<file path="src/rtl/move_scheduler.sv">
// Move arbiter, queue and paced issuer between the input decoders
// and the game-logic block.
module move_scheduler #(
  parameter int FIFO_DEPTH = 4,
  parameter int GAP_CYCLES = 16
) (
  input  logic                              clk,
  input  logic                              rst,
  input  logic                              btn_valid,
  input  logic [2:0]                        btn_move,
  output logic                              btn_ready,
  input  logic                              kbd_valid,
  input  logic [2:0]                        kbd_move,
  output logic                              kbd_ready,
  input  logic                              game_ready,
  output logic [2:0]                        move,
  output logic [$clog2(FIFO_DEPTH+1)-1:0]   count,
  output logic                              full
);

  localparam logic [2:0] MV_NONE  = 3'd0;
  localparam logic [2:0] MV_UP    = 3'd1;
  localparam logic [2:0] MV_DOWN  = 3'd2;
  localparam logic [2:0] MV_LEFT  = 3'd3;
  localparam logic [2:0] MV_RIGHT = 3'd4;
  localparam logic [2:0] MV_RESET = 3'd5;

  localparam int PW = $clog2(FIFO_DEPTH);
  localparam int CW = $clog2(FIFO_DEPTH + 1);
  localparam int GW = (GAP_CYCLES > 1) ? $clog2(GAP_CYCLES) : 1;

  typedef enum logic [1:0] {
    S_IDLE,
    S_COOLDOWN,
    S_FLUSH
  } state_t;

  state_t          state_q, state_d;
  logic [GW-1:0]   gap_q, gap_d;
  logic [2:0]      move_q, move_d;
  logic            rr_q, rr_d;
  logic [PW-1:0]   wr_q, wr_d;
  logic [PW-1:0]   rd_q, rd_d;
  logic [CW-1:0]   count_q, count_d;
  logic [2:0]      mem_q [FIFO_DEPTH];

  logic            grant_btn;
  logic            grant_kbd;
  logic            acc;
  logic [2:0]      sel_move;
  logic            is_dir;
  logic            acc_reset;
  logic            push;
  logic            pop;
  logic            flush;
  logic [2:0]      head;

  assign full  = (count_q == CW'(FIFO_DEPTH));
  assign count = count_q;
  assign move  = move_q;
  assign head  = mem_q[rd_q];

  // rr_q=1 means the keyboard is favoured on the next tie
  always_comb begin
    grant_btn = 1'b0;
    grant_kbd = 1'b0;
    unique case (1'b1)
      (btn_valid && !kbd_valid): grant_btn = 1'b1;
      (!btn_valid && kbd_valid): grant_kbd = 1'b1;
      (btn_valid && kbd_valid): begin
        grant_btn = !rr_q;
        grant_kbd = rr_q;
      end
      default: ;
    endcase
  end

  assign btn_ready = grant_btn & !rst &
                     (!full | (btn_move == MV_RESET));
  assign kbd_ready = grant_kbd & !rst &
                     (!full | (kbd_move == MV_RESET));

  assign acc       = btn_ready | kbd_ready;
  assign sel_move  = btn_ready ? btn_move : kbd_move;
  assign is_dir    = sel_move inside {MV_UP, MV_DOWN,
                                      MV_LEFT, MV_RIGHT};
  assign acc_reset = acc & (sel_move == MV_RESET);
  assign push      = acc & is_dir & !full;

  always_comb begin
    rr_d = rr_q;
    if (btn_ready) begin
      rr_d = 1'b1;
    end else if (kbd_ready) begin
      rr_d = 1'b0;
    end
  end

  // A repeat RESET while one is already on the bus is absorbed
  always_comb begin
    state_d = state_q;
    gap_d   = gap_q;
    move_d  = MV_NONE;
    pop     = 1'b0;
    flush   = 1'b0;
    if (acc_reset) begin
      flush = 1'b1;
      gap_d = '0;
      if (move_q != MV_RESET) begin
        move_d  = MV_RESET;
        state_d = S_FLUSH;
      end else begin
        state_d = S_IDLE;
      end
    end else begin
      unique case (state_q)
        S_IDLE: begin
          if ((count_q != '0) && game_ready &&
              (head != move_q)) begin
            pop    = 1'b1;
            move_d = head;
            gap_d  = GW'(GAP_CYCLES - 1);
            if (GAP_CYCLES > 1) begin
              state_d = S_COOLDOWN;
            end
          end
        end
        S_COOLDOWN: begin
          if (gap_q <= GW'(1)) begin
            gap_d   = '0;
            state_d = S_IDLE;
          end else begin
            gap_d = gap_q - GW'(1);
          end
        end
        S_FLUSH: begin
          state_d = S_IDLE;
        end
        default: begin
          state_d = S_IDLE;
        end
      endcase
    end
  end

  always_comb begin
    wr_d    = wr_q;
    rd_d    = rd_q;
    count_d = count_q;
    if (flush) begin
      wr_d    = '0;
      rd_d    = '0;
      count_d = '0;
    end else begin
      if (push) begin
        wr_d = wr_q + PW'(1);
      end
      if (pop) begin
        rd_d = rd_q + PW'(1);
      end
      case ({push, pop})
        2'b10:   count_d = count_q + CW'(1);
        2'b01:   count_d = count_q - CW'(1);
        default: ;
      endcase
    end
  end

  always_ff @(posedge clk) begin
    if (rst) begin
      state_q <= S_IDLE;
      gap_q   <= '0;
      move_q  <= MV_NONE;
      rr_q    <= 1'b0;
      wr_q    <= '0;
      rd_q    <= '0;
      count_q <= '0;
    end else begin
      state_q <= state_d;
      gap_q   <= gap_d;
      move_q  <= move_d;
      rr_q    <= rr_d;
      wr_q    <= wr_d;
      rd_q    <= rd_d;
      count_q <= count_d;
    end
  end

  always_ff @(posedge clk) begin
    if (push) begin
      mem_q[wr_q] <= sel_move;
    end
  end

endmodule

</file>
<file path="config.mk">
export PLATFORM = sky130hd
export DESIGN_NAME = move_scheduler
export DESIGN_NICKNAME = d
export VERILOG_FILES = /design/src/rtl/move_scheduler.sv
export SDC_FILE = /design/constraint.sdc
export NUM_CORES = 1
export LEC_CHECK = 0
export CORE_MARGIN = 3
export CORE_UTILIZATION = 40
export CTS_CLUSTER_DIAMETER = 200
export CTS_CLUSTER_SIZE = 40
export DETAILED_ROUTE_END_ITERATION = 7
export PLACE_DENSITY = 0.62
export RECOVER_POWER = 100
export SETUP_SLACK_MARGIN = 0.3
export SYNTH_ARGS = -nofsm -noshare
export SYNTH_HDL_FRONTEND = slang
export SYNTH_SLANG_ARGS = --single-unit
</file>
<file path="constraint.sdc">
create_clock -name clk -period 3 [get_ports clk]
set_input_delay 0.6 -clock clk [delete_from_list [all_inputs] [get_ports clk]]
set_output_delay 0.6 -clock clk [all_outputs]
set_load 0.02 [all_outputs]
</file>
==> summary.md <==
| Metric | Value |
|---|---|
| Worst-margin pin slew | `0.5910 ns` |
| # IOs | `20` |
| Gate power share | `40.0%` |
| Placer Congestion | `0.7765` |
| #FFs+latches synth | `31` |
| Lkg Pwr | `0.0007927 uW` |
| Setup TNS | `0 ns` |
| Power Density | `789.0 nW/um^2` |
| Clk_lat worst skew | `0.28 ns` |
| Total internal power | `1008 uW` |
| Post-synth top area cell | `dfxtp_1` |
| DP HPWL | `2.335 mm` |
| Via Count | `1131` |
| Worst vdd ir | `0.0002815 V` |
| Worst hold path class | `register to register` |
| Grt ovf | `0` |
| Max Cap Viol | `0` |
| Nets | `193` |
| Final setup violation count | `0` |
| Initial antenna violation count | `0` |
| Max_slew headroom | `60.60%` |
| Post-Syn Instances | `140` |
| Max Clk Rate | `0.3738 GHz` |
| IO Port Bufs | `19` |
| Worst EP arrival | `2.88 ns` |
| Crit-path max cell delay | `0.51 ns` |
| Hold Buf Count CTS | `0` |
| Area fraction of the dominant cell type after synthesis | `24.78%` |
| Slew Viols, Final | `0` |
| Ys Warns | `0` |
| # diodes | `0` |
| Unrepaired setup endpoints after global routing | `true` |
| Critical path startpoint category | `input port` |
| Drt via density | `5.118` |
| Syn Area/Cell | `10.97 um^2` |
| Worst setup EP type | `register` |
| TritonCTS Buffers | `5` |
| Fraction of layout instances using a drive strength above 1 | `20.00%` |
| Post-synth EDFFs | `12` |
| Core area | `3521 um^2` |
| Chip Width | `67.95 um` |
| DIE AREA | `4617 um^2` |
| DRC viols | `0` |
| Synthesized area | `1535 um^2` |
| Syn nets | `159` |
| Final Critical Period | `2.675 ns` |
| Final Hold Slack | `0.5130 ns` |
| Synth top area cells | `dfxtp_1, edfxtp_1, ha_1` |
| Utilization after layout | `56.29%` |
| Crit path max fanout | `3` |
| Starting Density | `43.60%` |
| Clock transition at path regs | `0.06 ns` |
| Max Clock Skew | `0.003020 ns` |
| Initial DRC count | `31` |
| Number of global-route vias before repair | `1102` |
| Psw | `555.3 uW` |
| Drt total wl | `3.074 mm` |
| Design area | `1982 um^2` |
| Root Buffer | `clkbuf_8` |
| Wirelength per Cell | `13.91 um` |
| Die Ht | `67.95 um` |
| CTS sink count | `31` |
| H-Tree Level Count | `2` |
| Final period util | `89.18%` |
| Largest net degree at the start of global routing | `12` |
| Most frequent cell after synthesis | `dfxtp_1` |
| CTS tree | `yes` |
| Area after DPL | `1851 um^2` |
| First-pass detailed-route iteration total | `3` |
| First-pass GRT wire length | `4.836 mm` |
| Final hold viol count | `0` |
| Cell variety after synth | `40` |
| Crit path cell chain | `clkdlybuf4s50_1 > nand3b_1 > a21oi_1 > a22oi_1 > a211oi_4 > inv_2 > ha_4 > inv_2 > fa_2 > nor2_2 > a21oi_1 > nor2_1` |
| Synth top cells by count | `dfxtp_1, nor2_1, edfxtp_1, inv_1, nand2_1` |
| Slowest CP cell | `clkdlybuf4s50_1` |
| Sequential power share | `40.0%` |
| WP data required | `3.21 ns` |
| GRT Resource Usage Total | `14.79%` |
| Most used flip-flop cell after synthesis | `dfxtp_1` |
| P&R area growth vs syn | `29.10%` |
| Register area share after synthesis | `48.25%` |
| Clk pwr share | `20.0%` |
| Clock tree buffer depth | `2` |
| CP Class | `input port to register` |
| Row count | `21` |
| Post-synth ARST share | `0%` |
| Routed Antenna Nets | `0` |
| Status | `finished clean` |
| Sw Share | `35.51%` |
## path summary, 6_finish.rpt
path / startpoint / to / slack (ns) / cells past startpoint
setup / recovery: btn_move[0] / count[1]$_SDFFE_PP0P_ / 0.32 / 12
hold / removal: wr_q[1]$_SDFFE_PP0P_ / wr_q[1]$_SDFFE_PP0P_ / 0.51 / 2
setup reg to reg: register / count[2]$_SDFFE_PP0P_ / 0.39 / 12
hold reg to reg: wr_q[1]$_SDFFE_PP0P_ / wr_q[1]$_SDFFE_PP0P_ / 0.51 / 2
## power groups by stage
stage / logic (uW) / clock network, uW / registers [uW]
global route: 698 / 344 / 640
CTS: 612 / 324 / 626
global placement: 575 / 0 / 627
finish: 626 / 312 / 626
detailed placement: 596 / 0 / 634
floorplan: 402 / 0 / 640
## timing repair
action	CTS	global route
resized for setup	5	17
endpoints found under the setup margin	4	2
setup buffers	2	1
gates cloned	0	0
pin swaps	2	9
## cell families (layout without fill, tap and decap cells)
kind of cell / Yosys count / after routing / synth area share (%)
xor+xnor: 8 / 8 / 4.564
flops: 31 / 31 / 48.25
simple gates: 52 / 52 / 18.83
compound gates: 20 / 20 / 9.617
fa+ha+maj: 8 / 8 / 7.009
buf+inv: 12 / 47 / 2.934
mux: 9 / 9 / 8.802
## metrics by stage
stage | setup slack (ns) | cells | power (uW)
after floorplan | 0.3058 | 140 | 1042
after global placement | 0.03072 | 210 | 1203
after detailed placement | -0.06851 | 210 | 1230
after CTS | 0.3004 | 220 | 1561
after global routing | 0.1675 | 221 | 1682
final | 0.3247 | 221 | 1564
## critical path, delay by kind of cell
family	cells	cell delay, ns
buffers and inverters	3	0.63
AO/OA/AOI/OAI	4	0.73
AND/OR/NAND/NOR	3	0.32
adder cells (fa/ha/maj)	2	0.59
## area by class of cell
cell class	count	area, um^2
Clock buffer	6	72.57
Clock inverter	2	11.26
Fill cell	320	1539
Inverter	11	41.29
Multi-Input combinational cell	97	804.5
Sequential cell	31	742.0
Tap cell	46	57.56
Timing Repair Buffer	28	252.7
## cells in the final DEF (no fill, tap or decap), types with 5 or more instances in the layout
cell / n
dlygate4sd3_1: 7
clkbuf_8: 5
inv_1: 9
and2_0: 5
dfxtp_1: 18
clkdlybuf4s50_1: 5
a21oi_1: 7
ha_1: 6
nor3_1: 5
nand2_1: 7
nor2_1: 13
edfxtp_1: 12
## sequential cells by signal, summed over array words and instances (netlist names), named ones only
signal / count
mem_q: 12
gap_q: 4
count: 3
move: 3
rd_q: 2
state_q: 2
wr_q: 2
rr_q: 1
## routing by layer
layer | global-route usage [%] | up-vias | wire (um) | share of wire, %
li1 | - | 556 | - | -
met1 | 15.98 | 549 | 1289 | 42
met2 | 24.31 | 17 | 1583 | 51
met3 | 5.419 | 9 | 112 | 3.6
met4 | 9.429 | 0 | 88 | 2.9
met5 | 0 | - | 0 | 0
Power figures use the tool's default switching activity.
